[src/rtl/game_pkg.sv]
// ---------------------------------------------------------------------------
// game_pkg
// Shared definitions for the binary-number-game controller.
//   ST_*     : numeric state encodings as seen on the 'state' output
//   state_t  : 2-bit enumerated FSM state type built on those encodings
// ---------------------------------------------------------------------------
package game_pkg;

  localparam logic [1:0] ST_WELCOME = 2'd0;
  localparam logic [1:0] ST_READY   = 2'd1;
  localparam logic [1:0] ST_PLAY    = 2'd2;
  localparam logic [1:0] ST_LOSE    = 2'd3;

  typedef enum logic [1:0] {
    WELCOME = ST_WELCOME,
    READY   = ST_READY,
    PLAY    = ST_PLAY,
    LOSE    = ST_LOSE
  } state_t;

endpackage

[src/rtl/game_ctrl_param_if.sv]
// ---------------------------------------------------------------------------
// game_ctrl_param_if
// Bundles the controller's handshake with the debouncer, the comparator
// and the countdown timer.
//   guess_b, cmp_r, end_f : environment -> controller
//   state, level, best,
//   lives, set_f, set_v   : controller -> environment
// Modports:
//   master : the surrounding system (debouncer, comparator, timer, display)
//   slave  : the game controller itself
// ---------------------------------------------------------------------------
interface game_ctrl_param_if #(
  parameter int LEVEL_W = 8,
  parameter int TIME_W  = 5
);

  logic               guess_b;
  logic               cmp_r;
  logic               end_f;
  logic [1:0]         state;
  logic [LEVEL_W-1:0] level;
  logic [LEVEL_W-1:0] best;
  logic [1:0]         lives;
  logic               set_f;
  logic [TIME_W-1:0]  set_v;

  modport master (
    output guess_b, cmp_r, end_f,
    input  state, level, best, lives, set_f, set_v
  );

  modport slave (
    input  guess_b, cmp_r, end_f,
    output state, level, best, lives, set_f, set_v
  );

endinterface

[src/rtl/rise_det.sv]
// ---------------------------------------------------------------------------
// rise_det
// One-bit rising-edge detector. The history flop follows 'd' every cycle;
// 'rise' is high for the cycle in which 'd' is 1 and was 0 on the previous
// clock.
//   clk  : clock
//   rst  : asynchronous active-high reset (history flop cleared)
//   d    : level input
//   rise : combinational rising-edge indication
// ---------------------------------------------------------------------------
module rise_det (
  input  logic clk,
  input  logic rst,
  input  logic d,
  output logic rise
);

  logic d_q;

  // History flop: remembers last cycle's level so a held input reports a
  // single rise only.
  always_ff @(posedge clk or posedge rst) begin
    if (rst) begin
      d_q <= 1'b0;
    end else begin
      d_q <= d;
    end
  end

  assign rise = d & ~d_q;

endmodule

[src/rtl/game_ctrl_param.sv]
// ---------------------------------------------------------------------------
// game_ctrl_param
// Game controller FSM: Welcome -> Ready -> Play -> Lose, tracking the level,
// the best level since reset, and computing the countdown preload for each
// round as max(BASE_TIME - TIME_STEP*level, MIN_TIME) saturated to TIME_W.
//
// Ports:
//   clk  : system clock
//   rst  : asynchronous active-high reset
//   bus  : game_ctrl_param_if.slave
//            guess_b (in)  debounced guess button, acted on at rising edge
//            cmp_r   (in)  comparator result, 1 = guess correct
//            end_f   (in)  timer expired, acted on at rising edge
//            state   (out) 0 Welcome, 1 Ready, 2 Play, 3 Lose
//            level   (out) current level
//            best    (out) highest level since reset
//            lives   (out) remaining lives (0 when lives are disabled)
//            set_f   (out) one-cycle timer-load strobe
//            set_v   (out) timer preload, held after the strobe
//
// Build option:
//   GAME_LIVES_EN : when defined, a wrong guess costs one life and the round
//                   restarts from Ready; losing the last life goes to Lose.
//                   When undefined, lives reads 0 and a wrong guess loses.
// ---------------------------------------------------------------------------
module game_ctrl_param
  import game_pkg::*;
#(
  parameter int LEVEL_W   = 8,
  parameter int TIME_W    = 5,
  parameter int BASE_TIME = 30,
  parameter int TIME_STEP = 2,
  parameter int MIN_TIME  = 3,
  parameter int LIVES     = 3
) (
  input logic              clk,
  input logic              rst,
  game_ctrl_param_if.slave bus
);

  // Signed working width wide enough that BASE_TIME - TIME_STEP*level can go
  // negative without wrapping.
  localparam int STEP_W  = $clog2(TIME_STEP + 1);
  localparam int PROD_W  = LEVEL_W + STEP_W;
  localparam int ARITH_W = ((TIME_W > PROD_W) ? TIME_W : PROD_W) + 2;

  localparam logic [TIME_W-1:0]  RESET_SET_V = TIME_W'(BASE_TIME);
  localparam logic [LEVEL_W-1:0] LEVEL_MAX   = {LEVEL_W{1'b1}};

  // The lives counter is only two bits wide, so LIVES must fit in it.
  if (LIVES < 1 || LIVES > 3) begin : g_bad_lives
    $error("game_ctrl_param: LIVES must be in the range 1..3");
  end

  // Round preload: subtract in signed arithmetic, clamp low to MIN_TIME,
  // then saturate to the largest value the timer port can carry.
  function automatic logic [TIME_W-1:0] calc_preload(input logic [LEVEL_W-1:0] lvl);
    logic signed [ARITH_W-1:0] base_s;
    logic signed [ARITH_W-1:0] step_s;
    logic signed [ARITH_W-1:0] lvl_s;
    logic signed [ARITH_W-1:0] diff_s;
    logic signed [ARITH_W-1:0] min_s;
    logic signed [ARITH_W-1:0] max_s;
    base_s = ARITH_W'(BASE_TIME);
    step_s = ARITH_W'(TIME_STEP);
    lvl_s  = $signed(ARITH_W'(lvl));
    min_s  = ARITH_W'(MIN_TIME);
    max_s  = ARITH_W'((1 << TIME_W) - 1);
    diff_s = base_s - (step_s * lvl_s);
    if (diff_s < min_s) begin
      diff_s = min_s;
    end
    if (diff_s > max_s) begin
      diff_s = max_s;
    end
    return diff_s[TIME_W-1:0];
  endfunction

  logic g_rise;
  logic e_rise;

  state_t             state_q, state_d;
  logic [LEVEL_W-1:0] level_q, level_d;
  logic [LEVEL_W-1:0] best_q,  best_d;
  logic               set_f_q, set_f_d;
  logic [TIME_W-1:0]  set_v_q, set_v_d;

`ifdef GAME_LIVES_EN
  localparam logic [1:0] LIVES_INIT = 2'(LIVES);
  logic [1:0] lives_q, lives_d;
`endif

  rise_det u_guess_rise (
    .clk  (clk),
    .rst  (rst),
    .d    (bus.guess_b),
    .rise (g_rise)
  );

  rise_det u_end_rise (
    .clk  (clk),
    .rst  (rst),
    .d    (bus.end_f),
    .rise (e_rise)
  );

  // Next-state and next-output logic. Everything is held by default; the
  // timer strobe defaults low so it can only pulse on Ready -> Play.
  // A timeout edge in Play wins over a simultaneous guess edge.
  always_comb begin
    state_d = state_q;
    level_d = level_q;
    set_f_d = 1'b0;
    set_v_d = set_v_q;
`ifdef GAME_LIVES_EN
    lives_d = lives_q;
`endif

    unique case (state_q)
      WELCOME: begin
        if (g_rise) begin
          state_d = READY;
        end
      end

      READY: begin
        if (g_rise) begin
          state_d = PLAY;
          set_f_d = 1'b1;
          set_v_d = calc_preload(level_q);
        end
      end

      PLAY: begin
        if (e_rise) begin
          state_d = LOSE;
        end else if (g_rise) begin
          if (bus.cmp_r && !bus.end_f) begin
            state_d = READY;
            if (level_q != LEVEL_MAX) begin
              level_d = level_q + LEVEL_W'(1);
            end
          end else begin
`ifdef GAME_LIVES_EN
            if (lives_q > 2'd1) begin
              lives_d = lives_q - 2'd1;
              state_d = READY;
            end else begin
              lives_d = 2'd0;
              state_d = LOSE;
            end
`else
            state_d = LOSE;
`endif
          end
        end
      end

      LOSE: begin
        if (g_rise) begin
          state_d = READY;
          level_d = '0;
`ifdef GAME_LIVES_EN
          lives_d = LIVES_INIT;
`endif
        end
      end

      default: begin
        state_d = WELCOME;
      end
    endcase

    // Best follows the new level in the same clock it is written.
    best_d = (level_d > best_q) ? level_d : best_q;
  end

  // Registered state and outputs.
  always_ff @(posedge clk or posedge rst) begin
    if (rst) begin
      state_q <= WELCOME;
      level_q <= '0;
      best_q  <= '0;
      set_f_q <= 1'b0;
      set_v_q <= RESET_SET_V;
`ifdef GAME_LIVES_EN
      lives_q <= LIVES_INIT;
`endif
    end else begin
      state_q <= state_d;
      level_q <= level_d;
      best_q  <= best_d;
      set_f_q <= set_f_d;
      set_v_q <= set_v_d;
`ifdef GAME_LIVES_EN
      lives_q <= lives_d;
`endif
    end
  end

  assign bus.state = state_q;
  assign bus.level = level_q;
  assign bus.best  = best_q;
  assign bus.set_f = set_f_q;
  assign bus.set_v = set_v_q;
`ifdef GAME_LIVES_EN
  assign bus.lives = lives_q;
`else
  assign bus.lives = 2'd0;
`endif

endmodule

[src/flat_wrapper.sv]
// flat-port wrapper written by rule: the top's interface ports become plain ports
module game_ctrl_param_flat import game_pkg::*;
#(
  parameter int LEVEL_W   = 8,
  parameter int TIME_W    = 5,
  parameter int BASE_TIME = 30,
  parameter int TIME_STEP = 2,
  parameter int MIN_TIME  = 3,
  parameter int LIVES     = 3
)
  (clk, rst, bus_guess_b, bus_cmp_r, bus_end_f, bus_state, bus_level, bus_best, bus_lives, bus_set_f, bus_set_v);
  game_ctrl_param_if #(.LEVEL_W(LEVEL_W), .TIME_W(TIME_W)) bus_i ();
  input logic clk;
  input logic rst;
  input wire logic [$bits(bus_i.guess_b)-1:0] bus_guess_b;
  input wire logic [$bits(bus_i.cmp_r)-1:0] bus_cmp_r;
  input wire logic [$bits(bus_i.end_f)-1:0] bus_end_f;
  output wire logic [$bits(bus_i.state)-1:0] bus_state;
  output wire logic [$bits(bus_i.level)-1:0] bus_level;
  output wire logic [$bits(bus_i.best)-1:0] bus_best;
  output wire logic [$bits(bus_i.lives)-1:0] bus_lives;
  output wire logic [$bits(bus_i.set_f)-1:0] bus_set_f;
  output wire logic [$bits(bus_i.set_v)-1:0] bus_set_v;
  assign bus_i.guess_b = bus_guess_b;
  assign bus_i.cmp_r = bus_cmp_r;
  assign bus_i.end_f = bus_end_f;
  assign bus_state = bus_i.state;
  assign bus_level = bus_i.level;
  assign bus_best = bus_i.best;
  assign bus_lives = bus_i.lives;
  assign bus_set_f = bus_i.set_f;
  assign bus_set_v = bus_i.set_v;
  game_ctrl_param #(.LEVEL_W(LEVEL_W), .TIME_W(TIME_W), .BASE_TIME(BASE_TIME), .TIME_STEP(TIME_STEP), .MIN_TIME(MIN_TIME), .LIVES(LIVES)) u_core (.clk(clk), .rst(rst), .bus(bus_i));
endmodule
[config.mk]
export PLATFORM = sky130hd
export DESIGN_NAME = game_ctrl_param_flat
export DESIGN_NICKNAME = d
export VERILOG_FILES = /design/src/rtl/game_pkg.sv /design/src/rtl/game_ctrl_param_if.sv /design/src/rtl/rise_det.sv /design/src/rtl/game_ctrl_param.sv /design/src/flat_wrapper.sv
export SDC_FILE = /design/constraint.sdc
export NUM_CORES = 1
export LEC_CHECK = 0
export BUFFER_PORTS_ARGS = -buffer_cell sky130_fd_sc_hd__buf_2
export CAP_MARGIN = 30
export CELL_PAD_IN_SITES_DETAIL_PLACEMENT = 1
export CELL_PAD_IN_SITES_GLOBAL_PLACEMENT = 2
export CORE_UTILIZATION = 35
export CTS_CLUSTER_DIAMETER = 80
export DETAILED_ROUTE_END_ITERATION = 10
export PLACE_DENSITY = 0.82
export SKIP_CTS_REPAIR_TIMING = 1
export SLEW_MARGIN = 5
export SYNTH_ARGS = -nofsm -noshare
export SYNTH_HDL_FRONTEND = slang
export SYNTH_HIERARCHICAL = 1
export SYNTH_SLANG_ARGS = --single-unit
[constraint.sdc]
create_clock -name clk -period 8 [get_ports clk]
set_input_delay 1.6 -clock clk [delete_from_list [all_inputs] [get_ports clk]]
set_output_delay 1.6 -clock clk [all_outputs]
set_load 0.005 [all_outputs]
==> impl_metrics.toml <==
[synthesis]
synth_enable_flop_cells = 0
yosys-top-cells-area = "dfrtp_1 34%, ha_1 12%, dfstp_2 6.5%"
syn_inst = 162
synth_top_area_cell = "dfrtp_1"
synth_ff_type = "dfrtp_1"
yosysUniqueCellTypes = 47
yosys_warnings = 6
ys_seq_area_frac = 0.405
syn_area_mm2 = 0.00162
yosysTopAreaCellShare = 0.340
synth_area_per_cell_um2 = 9.99
synth_async_sr_flop_share = 1.00
ys_seq_elements = 26

[sta]
min_period_ns = 4.23
hold_violations = 0
fmax_mhz = 236
rsz0062_at_grt = "no"
worstMarginPinSlew_ns = 0.583
min_period_over_period = 0.529
slew_violations = 0
setup_viol = 0
whs_ns = 0.513
fin_worst_skew_ns = 0.00185
max_slew_margin = 0.609
finalSetupTns_ns = 0

[placed_design]
port_buffers = 28
hpwl_um = 2920
dpl_cell_area_mm2 = 0.00179
gp_congestion = 0.753

[run_status]
status = "finished, final reports clean"

[job]
cap_viol_max_count = 0

[clocking]
clock_sinks = 26
clock_path_buffers = 2
htreeDepth = 1
clkSlewWorstSetupHoldPaths_ns = 0.09
cts_buffers = 3
cts_tree = "done"
cts-root-buf = "clkbuf_8"
clk-insertion-delay-late_ns = 0.27

[power_and_ir_drop]
p_leak_nw = 0.900
ir_drop_v = 0.000117
p_clk_frac = 0.212
comb_power_share = 0.373
p_sw_frac = 0.340
power.total_uw = 399
p_int_uw = 264
power_density_mw_per_mm2 = 213
power.switching_uw = 135
power_frac_seq = 0.414

[floorplan]
die-area_mm2 = 0.00490
start_util = 0.369
ioPinCount = 31
fp-row-count = 24
core_area_mm2 = 0.00438
die_x_um = 70.0
die_h_um = 70.0

[cells_and_area]
num_antenna_cells = 0
final_common_cell = "buf_2"
final_cell_mix = "28 x buf_2, 22 x dfrtp_1, 18 x inv_1, 15 x ha_1, 12 x nor2_1"
stdcell_area_mm2 = 0.00187
post-route-util = 0.427
filler_cell_count = 516
nets = 210
drive_gt1_frac = 0.291
syn2layout_area_growth_pct = 15.6

[worst_setup_path]
cpMaxStageDelayCell = "a311oi_1"
criticalPathCategory = "input pin to register"
cp_max_fo = 8
crit_top_cell = "a21oi_1"
cpPeakStageDelay_ns = 0.49
start_kind = "input pin"
critPathCaptureType = "register"
arrival_ns = 4.39
cp.required_ns = 8.16
worstPathCellList = "buf_2 -> nor2b_4 -> and4bb_4 -> o21a_1 -> a21oi_1 -> a311oi_1 -> ha_1 -> a21oi_1 -> o21ai_0 -> o22ai_2 -> mux2_2"

[route]
detail-route-antenna-nets = 0
drcViolationCount = 0
first_iter_violations = 29
finalWirelength_um = 3790
firstDrtPassIters = 4
via_count = 1270
viasPerCell = 5.27
wl_per_cell_um = 15.7

[global_routing]
antenna_found_initial = 0
groute.usage.overall = 0.163
grt_pass1_wl_um = 6360
grt_pass1_vias = 1318
grt_start_max_net_pins = 25
overflow = 0

[min_path]
holdCritPathClass = "register to register"
-- power groups by stage --
stage | sequential (mW) | clock [mW] | combinational, mW
6_report | 0.165 | 0.0847 | 0.149
5_1_grt | 0.169 | 0.0932 | 0.169
2_1_floorplan | 0.168 | 0 | 0.107
3_3_place_gp | 0.167 | 0 | 0.144
3_5_place_dp | 0.169 | 0 | 0.149
4_1_cts | 0.166 | 0.0884 | 0.150
-- path summary, 6_finish.rpt --
check                                     from                 endpoint  slack (ns)  cells past startpoint
setup / recovery                     bus_end_f       u_core/bus.best[1]        3.77                     11
hold / removal             u_core/bus.set_v[0]      u_core/bus.set_v[0]        0.51                      1
setup reg to reg           u_core/bus.state[0]       u_core/bus.best[1]        4.70                     10
hold reg to reg            u_core/bus.set_v[0]      u_core/bus.set_v[0]        0.51                      1
max in group asynchronous                  rst      u_core/bus.set_v[2]        6.14                      3
min in group asynchronous                  rst  u_core/u_guess_rise/d_q        1.17                      2
-- metal layers --
layer / global-route usage / share of wire / vias to the layer above
met5: 0 / 0 / -
met4: 0.0400 / 0.0063 / 0
met3: 0.0245 / 0.033 / 2
met2: 0.300 / 0.53 / 26
met1: 0.196 / 0.44 / 623
li1: - / - / 619
-- synth_stat cells, types with 2 or more instances --
library cell / n
dfrtp_1: 22
o211ai_1: 3
inv_1: 18
nor2b_4: 2
buf_2: 4
o21ai_0: 4
nand3_1: 5
mux2_2: 8
nand4_1: 3
o22a_1: 4
dfstp_2: 4
ha_1: 15
a21oi_1: 11
nor2_1: 12
nor3_1: 3
buf_4: 2
and3_1: 2
nand2_1: 11
-- cells by family after synthesis --
group           count (synthesis)  synth area share
buf+inv                        25            0.0657
other cells                     1           0.00232
xor+xnor                        2            0.0108
flops                          26             0.405
fa+ha+maj                      15             0.116
mux                            11            0.0828
compound gates                 33             0.142
simple gates                   49             0.176
-- registers in the layout (all words and copies together) (netlist names) --
name	flops
u_core/bus.set_v	5
u_core/u_guess_rise/d_q	1
u_core/bus.state	2
u_core/bus.best	8
u_core/u_end_rise/d_q	1
u_core/bus.level	8
u_core/bus.set_f	1
-- layout make-up --
class | instances | area, um2 | area share
inverter | 18 | 67.6 | 0.0361
tap | 52 | 65.1 | 0.0348
sequential | 26 | 656 | 0.351
timing repair buffer | 29 | 168 | 0.0896
clock buffer | 4 | 55.1 | 0.0294
multi-input combinational | 112 | 860 | 0.460
-- metrics by stage --
stage / cells / setup slack, ns
after floorplan: 163 / 4.10
after global placement: 236 / 3.59
after detailed placement: 236 / 3.51
after CTS: 240 / 3.79
after global routing: 241 / 3.60
final: 241 / 3.77
-- worst max-delay path, delay by kind of cell --
family                     cells  cell delay, ns
buffers and inverters          1            0.12
and+or+nand+nor                2            0.51
AOI/OAI and AO/OA              6            1.41
muxes                          1            0.40
adders and majority gates      1            0.36
Note: power is estimated with default switching activity, not from simulation.
